File: src/rtl/irq_ctrl.sv
// Vectored interrupt controller for the i8080 core.
// Latches request edges, signals iint and supplies RST n during INTA.
module irq_ctrl #(
    parameter int NUM_IRQ = 8,
    parameter int XLEN    = 8
) (
    input  logic               clk,
    input  logic               rst_n,
    input  logic [NUM_IRQ-1:0] irq_req,
    input  logic [NUM_IRQ-1:0] irq_mask,
    input  logic               inte,
    input  logic               sync,
    input  logic               dbin,
    input  logic [7:0]         data_in,
    output logic               int_o,
    output logic [XLEN-1:0]    data_out,
    output logic               data_oe,
    output logic [NUM_IRQ-1:0] pending
);

    localparam int STATUS_INTA = 0;

    typedef enum logic [1:0] {
        IDLE,
        REQ,
        ACK,
        DRIVE
    } state_t;

    state_t             state;
    state_t             state_nx;
    logic [NUM_IRQ-1:0] irq_prev;
    logic [NUM_IRQ-1:0] irq_edge;
    logic [NUM_IRQ-1:0] eligible;
    logic [NUM_IRQ-1:0] clr;
    logic [2:0]         winner;
    logic [2:0]         grant;
    logic               grant_valid;
    logic               any_elig;
    logic               inta;

    assign irq_edge = irq_req & ~irq_prev;
    assign eligible = pending & ~irq_mask;
    assign any_elig = |eligible;
    assign inta     = sync & data_in[STATUS_INTA];
    assign data_oe  = dbin & ((state == ACK) | (state == DRIVE));

    // Lowest set index wins.
    always_comb begin
        winner = '0;
        for (int i = NUM_IRQ - 1; i >= 0; i--) begin
            if (eligible[i]) winner = 3'(i);
        end
    end

    always_comb begin
        clr = '0;
        if (state == ACK && dbin && grant_valid) begin
            for (int i = 0; i < NUM_IRQ; i++) begin
                if (grant == 3'(i)) clr[i] = 1'b1;
            end
        end
    end

    always_comb begin
        state_nx = state;
        unique case (state)
            IDLE: begin
                if (inta)
                    state_nx = ACK;
                else if (any_elig && inte)
                    state_nx = REQ;
            end
            REQ: begin
                if (inta)
                    state_nx = ACK;
                else if (!(any_elig && inte))
                    state_nx = IDLE;
            end
            ACK: begin
                if (dbin) state_nx = DRIVE;
            end
            DRIVE: begin
                if (!dbin) state_nx = IDLE;
            end
            default: state_nx = IDLE;
        endcase
    end

    always_ff @(posedge clk or negedge rst_n) begin
        if (!rst_n) begin
            state       <= IDLE;
            irq_prev    <= '0;
            pending     <= '0;
            int_o       <= 1'b0;
            data_out    <= 8'h00;
            grant       <= '0;
            grant_valid <= 1'b0;
        end else begin
            state    <= state_nx;
            irq_prev <= irq_req;
            // A fresh edge beats the grant clear on the same cycle.
            pending  <= (pending & ~clr) | irq_edge;
            int_o    <= (state_nx == REQ);
            if (state == IDLE && inta) begin
                grant_valid <= 1'b0;
                data_out    <= 8'hFF;
            end else if (state == REQ && inta) begin
                grant       <= winner;
                grant_valid <= any_elig;
                data_out    <= any_elig ? (8'hC7 | {2'b00, winner, 3'b000})
                                        : 8'hFF;
            end
        end
    end

endmodule
File: config.mk
export PLATFORM = sky130hd
export DESIGN_NAME = irq_ctrl
export DESIGN_NICKNAME = d
export VERILOG_FILES = /design/src/rtl/irq_ctrl.sv
export SDC_FILE = /design/constraint.sdc
export NUM_CORES = 1
export LEC_CHECK = 0
export BUFFER_PORTS_ARGS = -buffer_cell sky130_fd_sc_hd__buf_2
export CAP_MARGIN = 40
export CORE_MARGIN = 3
export CORE_UTILIZATION = 50
export DETAILED_ROUTE_END_ITERATION = 6
export PLACE_DENSITY = 0.82
export SLEW_MARGIN = 30
export SYNTH_ARGS = -nofsm -noshare
export SYNTH_HDL_FRONTEND = slang
export SYNTH_SLANG_ARGS = --single-unit
export TNS_END_PERCENT = 5
File: constraint.sdc
create_clock -name clk -period 3.9 [get_ports clk]
set_clock_uncertainty 0.15 [all_clocks]
set_input_delay 0 -clock clk [delete_from_list [all_inputs] [get_ports clk]]
set_output_delay 0 -clock clk [all_outputs]
set_load 0.01 [all_outputs]
==> results summary <==
The clock sink count came out at 27. Of the post-synthesis cell area, the dominant cell type holds 56.8%. Of the cells placed in the final design, the portion with a size suffix greater than 1 is 34.0%. The part of the total power dissipated in combinational logic came out at 26.8%. The share of total power dissipated in sequential elements is 56.1%. The kind of cell with the highest combined delay along the critical path is simple AND/OR/NAND/NOR gates. The run finished with clean final reports. The uppermost layer routed is met4. The longest clock path from root to sink contains 2 buffers. Of the available clock period, the critical path in the final layout requires 55.2%.

The wire length of the first global-routing pass came out at 3990 um. The total overflow left after global routing is 0. The accumulated negative setup slack is 0 ns.

By area, the combinational part of the netlist is dominated by simple AND/OR/NAND/NOR gates. The startpoint kind of the worst setup timing path is a register. The portion of total power attributed to the clock network is 17.1%. The synthesized instance count came out at 106. The post-synthesis instance area came out at 1190 um^2. The insertion delay of the later-clocked pin in the worst-skew pair came out at 0.31 ns.

The largest fanout on the critical path came out at 3. The worst register-to-register path ends at state[0]. The class of the most critical hold timing path is primary input to register. The number of DRC markers in iteration 0 came out at 14.

The multiplexer share of the synthesized area is 0%. When the netlist entered floorplanning its net count stood at 135. The data required time at the worst endpoint came out at 3.96 ns.

The number of synthesized flops with an enable pin is 0. The setup check on the worst reg-to-reg path leaves a slack of 1.75 ns. The placement row count is 17.

Once the floorplan was initialized, standard cells occupied 53.2% of the core. The number of setup violations in the final report is 0. The largest individual stage delay along the critical path comes from the cell dlygate4sd3_1.

Setup repair after global routing left no endpoint under its margin. The TritonCTS clock tree is yes. The detailed-route vias per instance is 5.15. The final number of hold-violating endpoints is 0.

The highest cell delay on the worst timing path came out at 0.60 ns. In the final routed layout, each cell accounts on average for 13.7 um. The number of antenna violations at the first check in global routing is 0. The total of max-cap violations came out at 0. Summing the areas of all fa, ha and maj instances in the mapped netlist gives 0% of the synthesized area. The area overhead of the layout relative to synthesis is 28.7%. Clock-pin slew was measured on the worst setup and hold paths at 0.14 ns. The count of state elements after synthesis is 27. In the routed design, unresolved DRC markers number 0. In this run the static leakage power is 0.704 nW. Among all flip-flop cells after synthesis, the most frequent one is dfrtp_1. The minimum setup slack in the final design is 1.75 ns. The switching share of power is 31.6%. The critical path is of the register to register type. The endpoint arrival time on the critical path is 2.21 ns.

The worst-case hold slack is 0.0444 ns. The complex-gate fraction of the synthesized area is 15.7%. The dominant cell type by area after synthesis is dfrtp_1. The sum of met2 wire segment lengths after detailed routing is 1340 um.

The global placer's final weighted congestion is 0.747. The worst hold path begins at irq_mask[0]. The global-route usage over all layers came out at 18.9%.

The sort of element at the end of the critical path is a register. The worst reg2reg path depth is 5. Traced cell by cell, the critical path runs through nor2b_1, nor4b_4, a221oi_2, dlygate4sd3_1, or2_1. The worst hold path passes through 5 cells. A synthesized cell averages 11.2 um^2. The power density over the cells came out at 441 nW/um^2. Sequential elements use 56.8% of the synthesized area. After Yosys synthesis, and, or, nand and nor cells account for 21.4% of the synthesized area. The routed metal-1 wire length is 1020 um.

The worst register-to-register path begins at pending[5]. The die covers 3000 um^2. The number of I/O pins is 47. IR analysis of the VDD net gives a maximum drop of 0.296 mV. The maximum clock frequency came out at 465 MHz.

The path with the worst hold slack has its endpoint at data_out[4]. The final HPWL from detailed placement came out at 1900 um. The post-route antenna net violation count is 0. The number of different library cells used by synthesis comes to 30.

The slew of the pin with the lowest slew margin is 0.578 ns. The net switching power came out at 0.213 mW. The async set or reset register ratio after synthesis came out at 100%. Wire segments on met3 add up to 118 um in the final route. The buffers plus inverters on the worst setup path is 1.

The warning count from the yosys run is 0. In this run the tightest slew margin relative to its limit is 61.5%. The overall die height came out at 54.8 um. The routed design could run at a clock period as short as 2.15 ns. The number of global-route vias before repair is 963. The total via count in the routed design is 947. The maximum level of the CTS H-tree came out at 1.

The pre-antenna-repair detailed-routing pass consisted of 4 iterations. The pin count of the biggest net entering global routing came out at 28. The total number of nets in the final design came out at 186.

The routed design has 2520 um of wire. The number of pins exceeding their max-slew limit in the final report was 0. The worst slack after detailed placement is 2.36 ns. The internal power of the cells totals 0.462 mW. In this run the horizontal extent of the chip is 54.8 um. The antenna diode count is 0. In this run the clock root is driven by a clkbuf_4. The TritonCTS buffer count came out at 3. The region available for standard cell placement spans 2230 um^2.

In the post-synthesis netlist, the biggest area contributors are dfrtp_1 57%, o21ai_0 7.2%, nand2b_1 3.7%. The parity-gate share of the synthesized area counting xor and xnor cells came out at 0%. The count of buffers added on input and output ports is 39.
layout by cell type, fill, tap and decap left out, types with 2 or more instances in the layout:
cell	instances
a211oi_1	2
a21oi_1	2
buf_2	39
clkbuf_4	3
dfrtp_1	27
dlygate4sd3_1	12
inv_1	10
nand2_1	6
nand2b_1	7
nor2_1	3
nor2b_1	4
nor2b_4	3
o21ai_0	17
o31ai_1	3
worst max-delay path by stage:
| stage | from | end | slack (ns) | cells past startpoint |
|---|---|---|---|---|
| floorplan | pending[3] | state[0] | 2.43 | 4 |
| global placement | pending[3] | state[0] | 2.39 | 4 |
| detailed placement | pending[3] | state[0] | 2.36 | 4 |
| CTS | pending[5] | state[0] | 1.78 | 5 |
| global route | pending[0] | state[0] | 1.64 | 5 |
| finish | pending[5] | state[0] | 1.75 | 5 |
cell families (layout without fill, tap and decap cells):
kind of cell | count (synthesis) | count (layout)
AND/OR/NAND/NOR | 34 | 34
flip-flops | 27 | 27
AO/OA/AOI/OAI | 30 | 30
buffers and inverters | 15 | 65
flip-flops by register name, summed over array words and instances (netlist names):
signal,cells
irq_prev,8
state,2
data_out,4
grant,3
pending,8
grant_valid,1
int_o,1
routing by layer:
metal	global-route usage, %	vias to the layer above
met5	0	-
met4	10.4	0
met3	3.54	4
met2	31.1	30
met1	23.1	458
li1	-	455
Yosys cell counts (all sizes together), types with 2 or more instances:
library cell	n
a211oi	2
a21oi	3
buf	5
dfrtp	27
inv	10
nand2	7
nand2b	7
nor2	3
nor2b	8
o21ai	18
o31ai	3
or2	2
final cells by class:
cell class              instances  area, um^2
fillers                       188         703
clock buffers                   4        26.3
repair buffers                 51         315
flip-flops and latches         27         676
inverters                      10        37.5
well taps                      28        35.0
multi-input cells              64         440
worst reg2reg max path, delay by kind of cell (launching register included):
| family | cells | cell delay, ns |
|---|---|---|
| compound gates | 1 | 0.11 |
| buf+inv | 1 | 0.60 |
| flops | 1 | 0.41 |
| simple gates | 3 | 0.77 |
timing repair:
item | CTS | global route
resized for setup | 0 | 0
hold buffers | 12 | 0
buffers inserted | 0 | 0
endpoints found under the hold margin | 46 | 0
through the flow:
step                      instance area (um^2)  util [%]  cells  power [mW]
after global placement                    1380      62.0    168       0.541
after floorplan                           1190         -    106       0.479
after CTS                                 1530      68.5    184       0.680
after global routing                      1530      68.5    184       0.723
after detailed placement                  1380      62.0    168       0.553
final                                     1530      68.5    184       0.675
power by group through the flow:
stage	Sequential (mW)	Clock [mW]	Combinational, mW
after floorplan	0.381	0	0.0980
after global placement	0.378	0	0.163
after detailed placement	0.383	0	0.170
after CTS	0.377	0.121	0.182
after global routing	0.384	0.131	0.209
final	0.378	0.115	0.181
Power figures use the tool's default switching activity.
